<file path="src/rtl/c_alu_pkg.sv">
// Shared types for the ALU arbiter: op encodings, FSM states and the
// request/response records that travel between arbiter and ALU.
package c_alu_pkg;

  localparam int ALU_W = 16;

  typedef enum logic [2:0] {
    ALU_ADD  = 3'b000,
    ALU_AND  = 3'b001,
    ALU_OR   = 3'b010,
    ALU_XOR  = 3'b011,
    ALU_SUB  = 3'b100,
    ALU_NAND = 3'b101,
    ALU_NOR  = 3'b110,
    ALU_XNOR = 3'b111
  } alu_op_e;

  typedef enum logic {
    ST_IDLE   = 1'b0,
    ST_LOCKED = 1'b1
  } arb_state_e;

  typedef struct packed {
    alu_op_e          op;
    logic [ALU_W-1:0] a;
    logic [ALU_W-1:0] b;
  } alu_req_t;

  typedef struct packed {
    logic [ALU_W-1:0] data;
    logic             zero;
  } alu_rsp_t;

  function automatic alu_rsp_t mk_rsp(input logic [ALU_W-1:0] d);
    alu_rsp_t r;
    r.data = d;
    r.zero = (d == '0);
    return r;
  endfunction

endpackage

</file>
<file path="src/rtl/c_alu_arbiter_if.sv">
// Request/response bundle between the requesters and the shared ALU issue stage.
interface c_alu_arbiter_if #(
  parameter int NREQ = 4,
  parameter int W    = 16,
  parameter int IDW  = $clog2(NREQ)
);
  logic                      stall;
  logic [NREQ-1:0]           req_valid;
  logic [NREQ-1:0]           req_lock;
  logic [NREQ-1:0][2:0]      req_op;
  logic [NREQ-1:0][W-1:0]    req_a;
  logic [NREQ-1:0][W-1:0]    req_b;
  logic [NREQ-1:0]           req_ready;
  logic [NREQ-1:0]           rsp_valid;
  logic [IDW-1:0]            rsp_id;
  logic [W-1:0]              rsp_data;
  logic                      rsp_zero;
  logic                      owner_locked;

  modport master (
    output stall, req_valid, req_lock, req_op, req_a, req_b,
    input  req_ready, rsp_valid, rsp_id, rsp_data, rsp_zero, owner_locked
  );

  modport slave (
    input  stall, req_valid, req_lock, req_op, req_a, req_b,
    output req_ready, rsp_valid, rsp_id, rsp_data, rsp_zero, owner_locked
  );
endinterface

</file>
<file path="src/rtl/C_ALU.sv">
// 16-bit combinational ALU, eight logic/arith ops, no carry or overflow out.
module C_ALU
  import c_alu_pkg::*;
(
  input  alu_op_e          op_i,
  input  logic [ALU_W-1:0] in0_i,
  input  logic [ALU_W-1:0] in1_i,
  output logic [ALU_W-1:0] out_o
);
  always_comb begin
    out_o = '0;
    case (op_i)
      ALU_ADD:  out_o = in0_i + in1_i;
      ALU_AND:  out_o = in0_i & in1_i;
      ALU_OR:   out_o = in0_i | in1_i;
      ALU_XOR:  out_o = in0_i ^ in1_i;
      ALU_SUB:  out_o = in0_i - in1_i;
      ALU_NAND: out_o = ~(in0_i & in1_i);
      ALU_NOR:  out_o = ~(in0_i | in1_i);
      ALU_XNOR: out_o = ~(in0_i ^ in1_i);
    endcase
  end
endmodule

</file>
<file path="src/rtl/rr_pick.sv">
// Combinational round-robin picker: first valid index at or after ptr_i,
// wrapping modulo NREQ (also correct when NREQ is not a power of two).
module rr_pick #(
  parameter int NREQ = 4,
  parameter int IDW  = $clog2(NREQ)
) (
  input  logic [NREQ-1:0] valid_i,
  input  logic [IDW-1:0]  ptr_i,
  output logic [NREQ-1:0] gnt_o,
  output logic [IDW-1:0]  idx_o,
  output logic            any_o
);
  int             sum;
  logic [IDW-1:0] cand;

  always_comb begin
    gnt_o = '0;
    idx_o = '0;
    any_o = 1'b0;
    sum   = 0;
    cand  = '0;
    for (int k = 0; k < NREQ; k++) begin
      sum = int'(ptr_i) + k;
      if (sum >= NREQ) sum = sum - NREQ;
      cand = IDW'(sum);
      if (!any_o && valid_i[cand]) begin
        any_o       = 1'b1;
        idx_o       = cand;
        gnt_o[cand] = 1'b1;
      end
    end
  end
endmodule

</file>
<file path="src/rtl/c_alu_arbiter.sv">
// Round-robin issue stage sharing one C_ALU among NREQ requesters, with an
// optional ownership lock and a registered one-cycle response.
module c_alu_arbiter
  import c_alu_pkg::*;
#(
  parameter int NREQ = 4,
  parameter int W    = ALU_W,
  parameter int IDW  = $clog2(NREQ)
) (
  input logic             clk,
  input logic             rst,
  c_alu_arbiter_if.slave  bus
);

  arb_state_e      state_q, state_d;
  logic [IDW-1:0]  rr_ptr_q, rr_ptr_d;
  logic [IDW-1:0]  lock_id_q, lock_id_d;

  logic [NREQ-1:0] pick_gnt;
  logic [IDW-1:0]  pick_idx;
  logic            pick_any;

  logic [NREQ-1:0] gnt;
  logic [IDW-1:0]  gnt_idx;
  logic            gnt_any;

  alu_req_t        alu_req;
  logic [ALU_W-1:0] alu_out;
  alu_rsp_t        alu_rsp;

  logic [NREQ-1:0] rsp_valid_q;
  logic [IDW-1:0]  rsp_id_q;
  logic [W-1:0]    rsp_data_q;
  logic            rsp_zero_q;

  function automatic logic [IDW-1:0] wrap_inc(input logic [IDW-1:0] i);
    return (int'(i) == NREQ - 1) ? '0 : i + IDW'(1);
  endfunction

  function automatic logic [NREQ-1:0] onehot(input logic [IDW-1:0] i);
    logic [NREQ-1:0] v;
    v    = '0;
    v[i] = 1'b1;
    return v;
  endfunction

  rr_pick #(.NREQ(NREQ), .IDW(IDW)) u_pick (
    .valid_i (bus.req_valid),
    .ptr_i   (rr_ptr_q),
    .gnt_o   (pick_gnt),
    .idx_o   (pick_idx),
    .any_o   (pick_any)
  );

  // Arbitration FSM. In LOCKED the owner bypasses the picker and the pointer
  // stays frozen until the owner releases or goes idle.
  always_comb begin
    state_d   = state_q;
    rr_ptr_d  = rr_ptr_q;
    lock_id_d = lock_id_q;
    gnt       = '0;
    gnt_idx   = pick_idx;
    gnt_any   = 1'b0;
    case (state_q)
      ST_IDLE: begin
        if (!bus.stall && pick_any) begin
          gnt      = pick_gnt;
          gnt_any  = 1'b1;
          rr_ptr_d = wrap_inc(pick_idx);
          if (bus.req_lock[pick_idx]) begin
            state_d   = ST_LOCKED;
            lock_id_d = pick_idx;
          end
        end
      end
      ST_LOCKED: begin
        gnt_idx = lock_id_q;
        if (!bus.req_valid[lock_id_q]) begin
          state_d  = ST_IDLE;
          rr_ptr_d = wrap_inc(lock_id_q);
        end else if (!bus.stall) begin
          gnt     = onehot(lock_id_q);
          gnt_any = 1'b1;
          if (!bus.req_lock[lock_id_q]) begin
            state_d  = ST_IDLE;
            rr_ptr_d = wrap_inc(lock_id_q);
          end
        end
      end
      default: state_d = ST_IDLE;
    endcase
  end

  // Idle ALU inputs are parked at ADD 0,0 so they do not toggle.
  always_comb begin
    alu_req.op = ALU_ADD;
    alu_req.a  = '0;
    alu_req.b  = '0;
    if (gnt_any) begin
      alu_req.op = alu_op_e'(bus.req_op[gnt_idx]);
      alu_req.a  = bus.req_a[gnt_idx];
      alu_req.b  = bus.req_b[gnt_idx];
    end
  end

  C_ALU u_alu (
    .op_i  (alu_req.op),
    .in0_i (alu_req.a),
    .in1_i (alu_req.b),
    .out_o (alu_out)
  );

  assign alu_rsp = mk_rsp(alu_out);

  always_ff @(posedge clk or posedge rst) begin
    if (rst) begin
      state_q   <= ST_IDLE;
      rr_ptr_q  <= '0;
      lock_id_q <= '0;
    end else begin
      state_q   <= state_d;
      rr_ptr_q  <= rr_ptr_d;
      lock_id_q <= lock_id_d;
    end
  end

  always_ff @(posedge clk or posedge rst) begin
    if (rst) begin
      rsp_valid_q <= '0;
      rsp_id_q    <= '0;
      rsp_data_q  <= '0;
      rsp_zero_q  <= 1'b1;
    end else if (gnt_any) begin
      rsp_valid_q <= gnt;
      rsp_id_q    <= gnt_idx;
      rsp_data_q  <= alu_rsp.data;
      rsp_zero_q  <= alu_rsp.zero;
    end else begin
      rsp_valid_q <= '0;
    end
  end

  // Ready is forced low during reset so nothing is accepted while clearing.
  assign bus.req_ready    = rst ? '0 : gnt;
  assign bus.rsp_valid    = rsp_valid_q;
  assign bus.rsp_id       = rsp_id_q;
  assign bus.rsp_data     = rsp_data_q;
  assign bus.rsp_zero     = rsp_zero_q;
  assign bus.owner_locked = (state_q == ST_LOCKED);

endmodule

</file>
<file path="src/flat_wrapper.sv">
// flat-port wrapper written by rule: the top's interface ports become plain ports
module c_alu_arbiter_flat import c_alu_pkg::*;
#(
  parameter int NREQ = 4,
  parameter int W    = ALU_W,
  parameter int IDW  = $clog2(NREQ)
)
  (clk, rst, bus_stall, bus_req_valid, bus_req_lock, bus_req_op, bus_req_a, bus_req_b, bus_req_ready, bus_rsp_valid, bus_rsp_id, bus_rsp_data, bus_rsp_zero, bus_owner_locked);
  c_alu_arbiter_if #(.NREQ(NREQ), .W(W), .IDW(IDW)) bus_i ();
  input logic clk;
  input logic rst;
  input wire logic [$bits(bus_i.stall)-1:0] bus_stall;
  input wire logic [$bits(bus_i.req_valid)-1:0] bus_req_valid;
  input wire logic [$bits(bus_i.req_lock)-1:0] bus_req_lock;
  input wire logic [$bits(bus_i.req_op)-1:0] bus_req_op;
  input wire logic [$bits(bus_i.req_a)-1:0] bus_req_a;
  input wire logic [$bits(bus_i.req_b)-1:0] bus_req_b;
  output wire logic [$bits(bus_i.req_ready)-1:0] bus_req_ready;
  output wire logic [$bits(bus_i.rsp_valid)-1:0] bus_rsp_valid;
  output wire logic [$bits(bus_i.rsp_id)-1:0] bus_rsp_id;
  output wire logic [$bits(bus_i.rsp_data)-1:0] bus_rsp_data;
  output wire logic [$bits(bus_i.rsp_zero)-1:0] bus_rsp_zero;
  output wire logic [$bits(bus_i.owner_locked)-1:0] bus_owner_locked;
  assign bus_i.stall = bus_stall;
  assign bus_i.req_valid = bus_req_valid;
  assign bus_i.req_lock = bus_req_lock;
  assign bus_i.req_op = bus_req_op;
  assign bus_i.req_a = bus_req_a;
  assign bus_i.req_b = bus_req_b;
  assign bus_req_ready = bus_i.req_ready;
  assign bus_rsp_valid = bus_i.rsp_valid;
  assign bus_rsp_id = bus_i.rsp_id;
  assign bus_rsp_data = bus_i.rsp_data;
  assign bus_rsp_zero = bus_i.rsp_zero;
  assign bus_owner_locked = bus_i.owner_locked;
  c_alu_arbiter #(.NREQ(NREQ), .W(W), .IDW(IDW)) u_core (.clk(clk), .rst(rst), .bus(bus_i));
endmodule
</file>
<file path="config.mk">
export PLATFORM = sky130hd
export DESIGN_NAME = c_alu_arbiter_flat
export DESIGN_NICKNAME = d
export VERILOG_FILES = /design/src/rtl/c_alu_pkg.sv /design/src/rtl/c_alu_arbiter_if.sv /design/src/rtl/C_ALU.sv /design/src/rtl/rr_pick.sv /design/src/rtl/c_alu_arbiter.sv /design/src/flat_wrapper.sv
export SDC_FILE = /design/constraint.sdc
export NUM_CORES = 1
export LEC_CHECK = 0
export CAP_MARGIN = 0
export CELL_PAD_IN_SITES_DETAIL_PLACEMENT = 2
export CELL_PAD_IN_SITES_GLOBAL_PLACEMENT = 2
export CORE_MARGIN = 4
export CORE_UTILIZATION = 28
export CTS_CLUSTER_SIZE = 40
export DETAILED_ROUTE_END_ITERATION = 12
export PLACE_DENSITY_LB_ADDON = 0.2
export SYNTH_ARGS = -nofsm -noshare
export SYNTH_HDL_FRONTEND = slang
export SYNTH_HIERARCHICAL = 1
export SYNTH_SLANG_ARGS = --single-unit
</file>
<file path="constraint.sdc">
create_clock -name clk -period 6.5 [get_ports clk]
set_clock_uncertainty 0.15 [all_clocks]
set_input_delay 1.625 -clock clk [delete_from_list [all_inputs] [get_ports clk]]
set_output_delay 1.625 -clock clk [all_outputs]
set_load 0.05 [all_outputs]
</file>
Word-level counts from Yosys, hierarchy flattened
Index checks and enable logic that the tools add are counted.

Input port bits: 151. Logic and storage cells: 145. Register bits: 28. Output and inout port bits: 28.

Equal/unequal tests: 12. Add/subtract/negate cells: 11. Order comparisons: 16. Bitwise operators: 10. Multiplexer cells: 72. Reduce and logical (&&, ||, !) cells: 17.

Operators with widths (count): 16-bit case mux with 8 select lines (1); 16-bit binary-select mux with 2-bit select (2); 16-bit NOT (3); 4-bit two-way mux (9); 35-bit two-way mux (1); 16-bit two-way mux (2); 2-bit two-way mux (15); 1-bit two-way mux (24); 2-bit by 3-bit less-than comparator with 1-bit output, second input constant (7); 16-bit adder (1); 16-bit AND (1); 16-bit logical NOT (1); 16-bit OR (1); 16-bit subtractor (1); 16-bit XOR (1); 1-bit binary-select mux with 2-bit select (7); 3-bit equality test, second input constant (4); 4-bit OR (3); 1-bit demux with 2-bit select (5); 2-bit by 1-bit greater-or-equal comparator with 1-bit output, second input constant (5); 3-bit greater-or-equal comparator, second input constant (3); 1-bit logical AND (9); 4-bit case mux with 2 select lines (1); 2-bit by 1-bit subtractor with 2-bit output, second input constant (4); other kinds (17) (27).

Depth between registers and ports, before layout
Depth after elaboration: 22. Gate-level depth with buffers: 30. Mapped depth without buffers: 26.

Cells and area by module
Netlist, hierarchy kept.

By module, submodules not included: c_alu_arbiter (cells each 187, area an instance 2492.4 um^2, instances 1); C_ALU (cells each 300, area an instance 2313.5 um^2, instances 1); rr_pick (cells each 45, area an instance 421.7 um^2, instances 1).

Worst setup path before layout
OpenSTA, ideal clock, no wires.

Kind: input -> register. From: input port bus_req_valid[3]. To: register u_core.rsp_zero_q, in the netlist u_core/bus.rsp_zero. Path buffers: 3. Setup time: 75 ps. Data required time: 6275 ps. Arrival: 6727 ps. Stages: 22. Slack: -452 ps. Path through: mux4_2 > clkbuf_1 > o31ai_1 > mux2_4 > buf_6 > buf_6 > mux4_2 > nor2b_1 > nor4_2 > and4_4 > a31oi_1 > xnor2_1 > ha_1 > a21o_1 > a221oi_2 > o21ai_0 > a21oi_1 > xnor2_1 > o21ai_1 > nor4_1 > nand4_1 > mux2i_1.

RTL lines: start, declared (line flat_wrapper.sv:13) `input wire logic [$bits(bus_i.req_valid)-1:0] bus_req_valid;`; end signal, assigned (line c_alu_arbiter.sv:137) `rsp_zero_q <= alu_rsp.zero;`; end, declared (line c_alu_arbiter.sv:34) `logic rsp_zero_q;`.

==> run metrics <==
post-layout min period 6.79 ns; ANT cells 0; via count 5,506; worst slew pin tran 1.12 ns; DR pass1 iterations 5; async set-reset flop share out of synthesis 1.00; Tcrit/Tclk final 1.04; flop-to-flop setup slack 0.47 ns; Rows 49; layout cells sized above 1 0.351; Clock Tree Buf Depth 2; synthesized area 0.00523 mm²; Yosys top cell area share 0.172; run status finished with violations; Synth Flop Type dfrtp_1; Max Cap Viol 0; iteration-0 DRC count of the detailed router 214; I/O pin total 179; register area share after synthesis 0.134; post-synth top area cell mux4_2; Core Region 0.0181 mm²; cells after synthesis 532; hold_ws 0.359 ns; CTS root buffer clkbuf_16; CP startpoint kind primary input; unrepaired setup endpoints after global routing true; CTS tree built; Die Ht 145 µm; Hold Buf Count CTS 0; FF/Latch Area 702 µm²; Placer Congestion 0.870; DRC violations left 0; Post-DRT Antenna Nets 0; Fillers 1,933; M1 WL 9690 µm; initial antenna violation count 0; Port-buffer cells 178; largest net degree at the start of global routing 29; clock-pin slew of the registers on the worst-case setup and hold paths 0.07 ns; H-Tree Depth 1; fmax 147 MHz; Adder-Cell Fraction of Synth Area 0.143; clk sink count 28; Critical Path RT 6.53 ns; final count of negative-setup-slack endpoints 9; Num CTS Buffers 3; Setup TNS -1.36 ns; main area contributors after synthesis mux4_2 (17%), ha_1 (14%), dfrtp_1 (13%); vias per inst 5.18; DR WL met2 12,700 µm; placed instance area 0.00814 mm²; largest family of logic cells by synthesized area multiplexers; layout overhead on the synthesized area 65.6%; vias in the first global route 6,334; Die Wd 145 µm; area taken by multi-input logic gates 0.00443 mm²; min-delay worst type reg2reg; xor and xnor area share after synthesis 0.0953; worst-path maximum fanout 5; Worst Path Arrival 6.82 ns; Slew headroom 0.253; total wire length after detailed routing 23,700 µm; violated checks setup timing; FF+latch count, synth 28; worst skew pair latency 0.26 ns; Core Util, Final 0.477; grt ovf 0; Final Cell Area 0.00866 mm²; Syn Nets 742; CP Class in2reg; Initial Util 0.288; Simple-Gate Fraction of Synth Area 0.129; Cell variety after synth 69; Hold Violations, Final 0; HPWL Detailed 19,500 µm; mux contribution to synthesized area 0.271; Post-Syn Area per Cell 9.83 µm²; Die ar. 0.0209 mm²; EDFF count, synth 0; Worst Setup End Kind flop; DR top layer met4; met3 WL post-DR 978 µm; Total GRT Usage 0.216; routed len/inst 22.3 µm; global-route wire length before repair 35,500 µm; Final nets 1,045; Final WS setup -0.292 ns; Synth Area in Compound Gates 0.151; warnings from Yosys 6; final slew viol count 0
[cell usage after synthesis (14+ instances only)]
master,n
o21ai_0,25
mux4_2,40
a21oi_1,17
nor2b_1,41
ha_1,58
dfrtp_1,27
mux2_2,22
xor2_1,19
inv_1,50
a22oi_1,16
buf_2,14
nand2_1,14
mux2i_1,20
nor2_1,19
xnor2_1,36
[layer usage]
| metal | vias up | global-route usage |
|---|---|---|
| met5 | - | 0 |
| met4 | 0 | 0.0250 |
| met3 | 20 | 0.0235 |
| met2 | 124 | 0.415 |
| met1 | 2798 | 0.266 |
| li1 | 2564 | - |
[cells by family (layout without fill, tap and decap cells)]
| kind of cell | Yosys count | count (layout) |
|---|---|---|
| AOI/OAI and AO/OA | 110 | 110 |
| xor gates and xnor gates | 56 | 56 |
| adders and majority gates | 59 | 59 |
| buffers and inverters | 82 | 384 |
| DFF | 28 | 28 |
| muxes | 85 | 85 |
| and+or+nand+nor | 112 | 112 |
[through the flow]
| stage | std cells | worst slack, ns |
|---|---|---|
| after detailed placement | 1040 | -1.12 |
| after global placement | 1040 | -0.981 |
| after CTS | 1053 | -0.184 |
| final | 1063 | -0.292 |
| after floorplan | 532 | -0.136 |
| after global routing | 1063 | -0.482 |
[placed cells by master (no fill, tap or decap), types with 3 or more instances in the layout]
cell	netlist	routed
clkdlybuf4s50_1	0	170
buf_4	2	148
ha_1	58	55
inv_1	50	49
mux4_2	40	41
xnor2_1	36	35
nor2b_1	41	30
dfrtp_1	27	27
mux2_2	22	20
mux2i_1	20	20
xor2_1	19	19
nor2_1	19	16
a22oi_1	16	16
o21ai_0	25	14
a21oi_1	17	13
nand2_1	14	11
o21ai_2	0	8
buf_6	9	7
nand2b_1	7	7
nor2b_4	0	6
o211ai_1	6	6
o21ai_1	3	6
nor2b_2	0	5
a32oi_1	4	4
nand3_1	4	4
a21oi_2	0	4
clkbuf_16	0	3
buf_8	0	3
mux2_4	1	3
nor4_1	6	3
nor4_2	1	3
nand4_1	3	3
a31oi_1	4	3
a21o_1	3	3
a222oi_1	3	3
[what timing repair did]
action,CTS,global route
resized for setup,64,36
setup endpoints to repair,15,13
endpoints found under the hold margin,0,0
setup buffers,11,10
pin swaps,26,27
[final cells by class]
type,instances,share of cell area
Multi-Input combinational cell,422,0.511
Timing Repair Buffer,330,0.344
Tap cell,229,0.0331
Clock buffer,4,0.00910
Inverter,50,0.0217
Sequential cell,28,0.0811
[state kept, by name, summed over array words and instances, names as in the netlist]
| signal | cells |
|---|---|
| u_core/bus.rsp_data | 16 |
| u_core/bus.rsp_valid | 4 |
| u_core/bus.rsp_id | 2 |
| u_core/lock_id_q | 2 |
| u_core/rr_ptr_q | 2 |
| u_core/bus.owner_locked | 1 |
| u_core/bus.rsp_zero | 1 |
[worst max-delay path, stage by stage]
cell      delay, ns
buf_8          0.10
mux4_2         0.54
and2b_2        0.25
o21ai_2        0.16
o31ai_4        0.10
mux2_4         0.34
buf_6          0.15
buf_4          0.13
mux4_2         0.44
nor2b_1        0.17
inv_1          0.14
buf_4          0.16
and4_4         0.26
buf_12         0.11
a31oi_4        0.08
xnor2_1        0.18
ha_1           0.28
a21o_1         0.25
a221oi_4       0.32
a21boi_2       0.23
xor2_1         0.20
a21oi_2        0.09
nor4_1         0.24
nand4_1        0.12
mux2i_1        0.16
[final timing paths]
kind / cells past startpoint / from / endpoint
max in group asynchronous: 2 / rst / u_core/bus.rsp_data[3]
worst max-delay path: 25 / bus_req_valid[1] / u_core/bus.rsp_zero
worst min-delay path: 1 / u_core/bus.rsp_data[14] / u_core/bus.rsp_data[14]
worst min register to register: 1 / u_core/bus.rsp_data[14] / u_core/bus.rsp_data[14]
min in group asynchronous: 2 / rst / u_core/bus.rsp_valid[3]
worst max register to register: 26 / u_core/rr_ptr_q[1] / u_core/bus.rsp_zero
Power is not shown: default switching activity piles up to over one toggle a cycle in this logic, so the estimate is an artifact.
